### src/rtl/seg_pkg.sv
// Shared seven-segment constants for the scanned display driver.
// Segment patterns are active-low, bit order g..a.
package seg_pkg;

  localparam logic [7:0] SEG_BLANK = 8'hFF;
  localparam logic [6:0] SEG_DARK  = 7'b1111111;

  // Index = nibble value; entries 10..15 are only used in hexadecimal mode.
  localparam logic [15:0][6:0] SEG_FONT = {
    7'b0001110,  // F
    7'b0000110,  // E
    7'b0100001,  // d
    7'b1000110,  // C
    7'b0000011,  // b
    7'b0001000,  // A
    7'b0010000,  // 9
    7'b0000000,  // 8
    7'b1111000,  // 7
    7'b0000010,  // 6
    7'b0010010,  // 5
    7'b0011001,  // 4
    7'b0110000,  // 3
    7'b0100100,  // 2
    7'b1111001,  // 1
    7'b1000000   // 0
  };

endpackage

### src/rtl/seg_decode.sv
// Nibble to active-low seven-segment decoder (g..a).
// Non-decimal nibbles go dark unless hex_mode is set; blank forces dark.
module seg_decode
  import seg_pkg::*;
(
  input  logic [3:0] nibble,
  input  logic       hex_mode,
  input  logic       blank,
  output logic [6:0] seg
);

  always_comb begin
    seg = SEG_DARK;
    if (!blank && (hex_mode || (nibble <= 4'd9))) begin
      seg = SEG_FONT[nibble];
    end
  end

endmodule

### src/rtl/seg_scan_driver.sv
// Multiplexed seven-segment scan driver: shadow registers, refresh prescaler,
// digit rotation with a one-cycle anti-ghost blank and leading-zero blanking.
module seg_scan_driver
  import seg_pkg::*;
#(
  parameter int N_DIGITS    = 4,
  parameter int REFRESH_DIV = 50000,
  parameter int HEX_MODE    = 0
) (
  input  logic                  clk,
  input  logic                  rst,
  input  logic [4*N_DIGITS-1:0] value_in,
  input  logic [N_DIGITS-1:0]   dp_in,
  input  logic                  load,
  input  logic                  blank_lz,
  output logic [7:0]            seg_out,
  output logic [N_DIGITS-1:0]   an_out
);

  localparam int   CNT_W  = $clog2(REFRESH_DIV);
  localparam int   IDX_W  = $clog2(N_DIGITS);
  localparam logic HEX_EN = (HEX_MODE != 0);

  logic [CNT_W-1:0]      prescale;
  logic [IDX_W-1:0]      index;
  logic                  tick;
  logic [4*N_DIGITS-1:0] value_sh;
  logic [N_DIGITS-1:0]   dp_sh;
  logic [N_DIGITS-1:0]   lz_dark;
  logic                  higher_zero;
  logic [3:0]            sel_nibble;
  logic                  sel_dp;
  logic                  sel_dark;
  logic [6:0]            sel_seg;

  assign tick = (prescale == CNT_W'(REFRESH_DIV - 1));

  always_ff @(posedge clk) begin
    if (rst) begin
      value_sh <= '0;
      dp_sh    <= '0;
    end else if (load) begin
      value_sh <= value_in;
      dp_sh    <= dp_in;
    end
  end

  always_ff @(posedge clk) begin
    if (rst) begin
      prescale <= '0;
      index    <= '0;
    end else begin
      prescale <= tick ? '0 : prescale + 1'b1;
      if (tick) begin
        index <= (index == IDX_W'(N_DIGITS - 1)) ? '0 : index + 1'b1;
      end
    end
  end

  // A digit is a leading zero when it and every more significant digit is zero.
  always_comb begin
    lz_dark     = '0;
    higher_zero = 1'b1;
    for (int k = N_DIGITS - 1; k > 0; k--) begin
      higher_zero = higher_zero & (value_sh[4*k +: 4] == 4'd0);
      lz_dark[k]  = higher_zero;
    end
  end

  always_comb begin
    sel_nibble = '0;
    sel_dp     = 1'b0;
    sel_dark   = 1'b0;
    for (int k = 0; k < N_DIGITS; k++) begin
      if (index == IDX_W'(k)) begin
        sel_nibble = value_sh[4*k +: 4];
        sel_dp     = dp_sh[k];
        sel_dark   = blank_lz & lz_dark[k];
      end
    end
  end

  seg_decode u_decode (
    .nibble   (sel_nibble),
    .hex_mode (HEX_EN),
    .blank    (sel_dark),
    .seg      (sel_seg)
  );

  // The tick cycle registers a blank so the next digit never ghosts the previous one.
  always_ff @(posedge clk) begin
    if (rst || tick) begin
      seg_out <= SEG_BLANK;
      an_out  <= '1;
    end else begin
      seg_out <= {~sel_dp, sel_seg};
      an_out  <= ~(N_DIGITS'(1) << index);
    end
  end

endmodule
### config.mk
export PLATFORM = sky130hd
export DESIGN_NAME = seg_scan_driver
export DESIGN_NICKNAME = d
export VERILOG_FILES = /design/src/rtl/seg_pkg.sv /design/src/rtl/seg_decode.sv /design/src/rtl/seg_scan_driver.sv
export SDC_FILE = /design/constraint.sdc
export NUM_CORES = 1
export LEC_CHECK = 0
export ABC_AREA = 1
export CORE_MARGIN = 2
export CORE_UTILIZATION = 30
export DETAILED_ROUTE_END_ITERATION = 7
export GPL_ROUTABILITY_DRIVEN = 0
export GPL_TIMING_DRIVEN = 0
export HOLD_SLACK_MARGIN = 0.12
export PLACE_DENSITY_LB_ADDON = 0.08
export SETUP_SLACK_MARGIN = 0.3
export SLEW_MARGIN = 10
export SYNTH_ARGS = -nofsm -noshare
export SYNTH_HDL_FRONTEND = slang
export SYNTH_SLANG_ARGS = --single-unit
export TNS_END_PERCENT = 10
### constraint.sdc
create_clock -name clk -period 2.7 [get_ports clk]
set_input_delay 0.675 -clock clk [delete_from_list [all_inputs] [get_ports clk]]
set_output_delay 0.675 -clock clk [all_outputs]
set_load 0.005 [all_outputs]
==> results.json, run 1 <==
{
  "synth_edf_count": 0,
  "yosys_warnings": 0,
  "cts.sinks": 50,
  "seqCellArea_sq_mm": 0.00100,
  "cp-end-kind": "flip-flop",
  "cts.hold.buffers_added": 0,
  "die_w_um": 95.4,
  "cts_resized": 0,
  "clock_latency_ns": 0.30,
  "fin_crit_sh_pct": 80.7,
  "grt_max_degree": 14,
  "hold_viol_final": 0,
  "clock-root-buffer": "clkbuf_8",
  "arrival_ns": 2.36,
  "synthMostInstantiatedCell": "nand2_1",
  "diodes": 0,
  "peakVddDrop_mv": 0.230,
  "post_dp_cell_area_sq_mm": 0.00299,
  "ys_seq_area_share_pct": 39.9,
  "synthCells": 326,
  "post_cts_buffers": 0,
  "numCtsBuffers": 5,
  "grt_pass1_vias": 2024,
  "hpwlAfterDp_um": 4110,
  "async_flop_share_pct": 0,
  "clock.fmax_ghz": 0.459,
  "crit_required_ns": 2.88,
  "setup_slack_ns": 0.522,
  "final_max_slew_viol_count": 0,
  "layout-drive-gt1-share_pct": 13.9,
  "stdcell_area_sq_mm": 0.00308,
  "dp_slack_ns": 0.409,
  "grt_pass1_wl_um": 9450,
  "ant_nets": 0,
  "dp.cells": 466,
  "setup_viol": 0,
  "rsz0062_at_grt": "false",
  "pwr_density_cell_mw_per_mm2": 464,
  "setup_tns_ns": 0,
  "synth_top_area_share_pct": 39.9,
  "final_cells": 472,
  "skew_ns": 0.00484,
  "rows": 33,
  "cp-startpoint": "index[0]",
  "coreArea_sq_mm": 0.00818,
  "path_max_fanout": 9,
  "ys_seq_elements": 50,
  "drc": 0,
  "r2r_start": "index[0]",
  "dieHeight_um": 95.4,
  "post-synth-top-area-cell": "dfxtp_1",
  "first_pass_iters": 4,
  "ys_top_cells_by_area": "dfxtp_1 40%, nand2_1 9.4%, nor2_1 8.2%",
  "htree_levels": 2,
  "hp-class": "reg2reg",
  "drt_iter0_drc": 45,
  "avgSynthCellArea_sq_um": 7.69,
  "crit_type": "reg2reg",
  "synth_common_cells": "63 x nand2_1, 55 x nor2_1, 50 x dfxtp_1",
  "wl_per_cell_um": 11.3,
  "syn-num-nets": 361,
  "port_buffers": 35,
  "io_pins": 36,
  "fin_crit_ns": 2.18,
  "outcome": "completed",
  "mappedNetlistArea_sq_mm": 0.00251,
  "n_fill_cell": 914,
  "slew_headroom_pct": 70.6,
  "path_clk_slew_ns": 0.09,
  "synth.distinct_cells": 38,
  "cap_violations": 0,
  "start_util_pct": 30.7,
  "cts_tree": "done",
  "worst_pin_slew_ns": 0.440,
  "grt_remaining_overflow": 0,
  "p_leak_nw": 1.26,
  "multi_input_area_sq_mm": 0.00136,
  "wirelength_um": 5310,
  "synth_top_flop_cell": "dfxtp_1",
  "min-delay-start": "prescale[0]",
  "vias": 2114,
  "antenna_found_initial": 0,
  "nets": 403,
  "die-area_sq_mm": 0.00910,
  "avgViaCountPerCell": 4.48,
  "cts_buffer_depth": 2,
  "cp-start-kind": "flip-flop",
  "area_growth_pct": 23.0,
  "gr-usage-all-layers_pct": 13.1
}
==> layout make-up <==
class | count | area share [%]
clock buffer | 6 | 2.68
inverter | 27 | 3.45
multi-input combinational | 241 | 44.2
sequential | 50 | 32.5
buffer | 8 | 1.58
tap | 105 | 4.26
timing repair buffer | 35 | 11.4
==> report_power, final <==
part | switching, mW | internal [mW] | total, mW
clock | 0.237 | 0.198 | 0.435
combinational | 0.0996 | 0.102 | 0.201
sequential | 0.0197 | 0.775 | 0.795
==> sequential cells by signal (all words and copies together), names as in the netlist <==
register	cells
index	2
value_sh	16
an_out	4
seg_out	8
dp_sh	4
prescale	16
==> worst paths after layout <==
check,cells after the start,endpoint,slack [ns]
worst max-delay path,13,seg_out[6],0.52
worst min-delay path,1,prescale[0],0.45
worst max register to register,13,seg_out[6],0.52
worst min register to register,1,prescale[0],0.45
==> critical path, stage by stage, from the launching register on <==
cell      delay (ns)
dfxtp_1         0.39
inv_1           0.09
ha_1            0.21
buf_6           0.14
a21oi_1         0.11
nand2_1         0.12
a21boi_4        0.24
ha_1            0.22
or2_2           0.12
nand3_2         0.06
nand2_1         0.07
inv_2           0.06
nor2_8          0.17
nand3_2         0.07
==> kinds of logic (layout without fill, tap and decap cells) <==
kind of cell	Yosys count	count (layout)	share of synthesized area, %
AND/OR/NAND/NOR	172	172	34.6
AO/OA/AOI/OAI	55	55	12.7
flip-flops	50	50	39.9
buffers and inverters	35	76	6.19
adder cells (fa/ha/maj)	11	11	5.49
XOR/XNOR	3	3	1.05
==> per-stage QoR <==
| stage | utilization (%) | hold WS, ns | power [mW] |
|---|---|---|---|
| floorplan | - | 0.417 | 0.921 |
| global placement | 36.6 | 0.435 | 1.02 |
| detailed placement | 36.6 | 0.443 | 1.02 |
| CTS | 37.6 | 0.456 | 1.46 |
| global route | 37.7 | 0.476 | 1.51 |
| finish | 37.7 | 0.454 | 1.43 |
==> metal layers <==
| layer | global-route usage (%) | share of wire (%) |
|---|---|---|
| met1 | 17.4 | 51 |
| met2 | 21.6 | 44 |
| met3 | 2.77 | 3.9 |
| met4 | 3.57 | 1.0 |
| met5 | 0 | 0 |
==> placed cells by master, fill, tap and decap left out, types with 4 or more instances in the layout <==
| cell type | count |
|---|---|
| a21oi_1 | 19 |
| clkbuf_1 | 5 |
| clkbuf_8 | 6 |
| clkdlybuf4s50_1 | 35 |
| dfxtp_1 | 49 |
| ha_1 | 10 |
| inv_1 | 21 |
| inv_2 | 4 |
| nand2_1 | 63 |
| nand3_1 | 18 |
| nand3_2 | 7 |
| nor2_1 | 55 |
| nor2_2 | 4 |
| nor3_1 | 4 |
| o21ai_0 | 27 |
| or2_2 | 4 |
No activity file was read; power rests on OpenSTA's default activity.
==> run 2: changes to the inputs <==
==> constraint.sdc (replaced) <==
create_clock -name clk -period 2.25 [get_ports clk]
set_input_delay 0.5625 -clock clk [delete_from_list [all_inputs] [get_ports clk]]
set_output_delay 0.5625 -clock clk [all_outputs]
set_load 0.005 [all_outputs]
==> results.json, run 2 (synthesis gave the netlist of run 1 again) <==
{
  "wl_per_cell_um": 11.6,
  "pwr_density_cell_mw_per_mm2": 545,
  "clock.fmax_ghz": 0.506,
  "rows": 33,
  "start_util_pct": 30.7,
  "area_growth_pct": 30.0,
  "cts.sinks": 50,
  "hpwlAfterDp_um": 4150,
  "grt_pass1_wl_um": 9960,
  "wirelength_um": 5630,
  "worst_pin_slew_ns": 0.427,
  "path_delay_family": "simple AND/OR/NAND/NOR gates",
  "outcome": "completed",
  "slew_headroom_pct": 71.5,
  "arrival_ns": 2.17,
  "drt_iter0_drc": 35,
  "p_leak_nw": 1.32,
  "crit_slowest_cell": "dfxtp_4",
  "crit_type": "reg2reg",
  "cp-end-kind": "flip-flop",
  "rsz0062_at_grt": "true",
  "first_pass_iters": 4,
  "dp.cells": 466,
  "vias": 2139,
  "avgViaCountPerCell": 4.43,
  "skew_ns": 0.00688,
  "drc": 0,
  "coreArea_sq_mm": 0.00818,
  "antenna_found_initial": 0,
  "die-area_sq_mm": 0.00910,
  "numCtsBuffers": 5,
  "nets": 412,
  "path_clk_slew_ns": 0.09,
  "htree_levels": 2,
  "fin_crit_ns": 1.98,
  "crit_required_ns": 2.44,
  "cp-start-kind": "flip-flop",
  "fin_crit_sh_pct": 87.8,
  "die_w_um": 95.4,
  "diodes": 0,
  "clock-root-buffer": "clkbuf_8",
  "slowest_delay_ns": 0.39,
  "gr-usage-all-layers_pct": 14.0,
  "cts_buffer_depth": 2,
  "peakVddDrop_mv": 0.227,
  "setup_tns_ns": 0,
  "clock_latency_ns": 0.31,
  "io_pins": 36,
  "path_cells": "inv_4, ha_4, buf_6, a21oi_2, nand2_2, a21boi_4, ha_4, or2_4, nand3_2, nand2_2, inv_2, nor2_8, nand3_2",
  "hold_viol_final": 0,
  "final_cells": 483,
  "cts_tree": "done",
  "n_fill_cell": 857,
  "dieHeight_um": 95.4,
  "setup_viol": 0,
  "layout-drive-gt1-share_pct": 20.9,
  "fin_util_pct": 39.9,
  "ant_nets": 0,
  "cap_violations": 0,
  "cp.buffers_inverters": 3,
  "path_max_fanout": 7,
  "grt_remaining_overflow": 0,
  "final_cell_mix": "58 x nand2_1, 55 x nor2_1, 48 x dfxtp_1, 35 x clkdlybuf4s50_1, 27 x o21ai_0",
  "layout_commonest_cell": "nand2_1",
  "grt_max_degree": 16,
  "port_buffers": 35,
  "grt_pass1_vias": 2113,
  "hp-class": "reg2reg",
  "reg_top3": "prescale (16), value_sh (16), seg_out (8)",
  "final_max_slew_viol_count": 0
}
## run 2: cell types whose count changed in the layout (fill, tap and decap cells not counted), sizes merged
| cell | change |
|---|---|
| clkinv | +1 |
| clkinvlp | +1 |
| buf | +9 |
## run 2: path summary, 6_finish.rpt
kind / to / cells after the start / slack [ns] / from
min reg2reg: prescale[0] / 1 / 0.45 / prescale[0]
max reg2reg: seg_out[1] / 13 / 0.27 / index[0]
max: seg_out[1] / 13 / 0.27 / index[0]
min: prescale[0] / 1 / 0.45 / prescale[0]
## run 2: power breakdown
part | switching, mW | internal [mW] | leakage, nW
clock | 0.319 | 0.248 | 0.0472
combinational | 0.127 | 0.132 | 0.858
sequential | 0.0223 | 0.928 | 0.413
total | 0.469 | 1.31 | 1.32
## run 2: repair_timing
| action | CTS | global route |
|---|---|---|
| endpoints found under the setup margin | 7 | 7 |
| pin swaps | 12 | 6 |
| hold buffers | 0 | 0 |
| buffers inserted | 8 | 1 |
| gates resized for setup | 28 | 1 |
## run 2: metal layers
metal	wire (um)	global-route usage [%]	vias up
met5	0	0	-
met4	61	3.57	0
met3	186	2.92	5
met2	2510	22.5	32
met1	2860	19.0	946
li1	-	-	1156
## run 2: final cells by class
cell class,instances,area [sq um],share of cell area [%]
well taps,105,131,4.03
clock inverters,2,12.5,0.384
inverters,27,109,3.34
flip-flops and latches,50,1010,30.9
repair buffers,44,418,12.8
clock buffers,6,82.6,2.53
multi-input cells,241,1450,44.4
plain buffers,8,52.6,1.61
## run 2: stage by stage
stage | power [mW] | hold slack (ns) | area (sq um) | worst slack (ns)
after floorplan | 1.11 | 0.417 | 2510 | 0.294
after global placement | 1.22 | 0.433 | 2990 | 0.0228
after detailed placement | 1.22 | 0.441 | 2990 | 0.00203
after CTS | 1.81 | 0.456 | 3250 | 0.243
after global routing | 1.87 | 0.468 | 3260 | 0.160
final | 1.78 | 0.452 | 3260 | 0.275
## run 2: worst register-to-register path, cell delays in order, from the launching register on
cell      delay [ns]
dfxtp_4         0.39
inv_4           0.05
ha_4            0.15
buf_6           0.12
a21oi_2         0.11
nand2_2         0.08
a21boi_4        0.27
ha_4            0.19
or2_4           0.11
nand3_2         0.05
nand2_2         0.07
inv_2           0.05
nor2_8          0.15
nand3_2         0.08
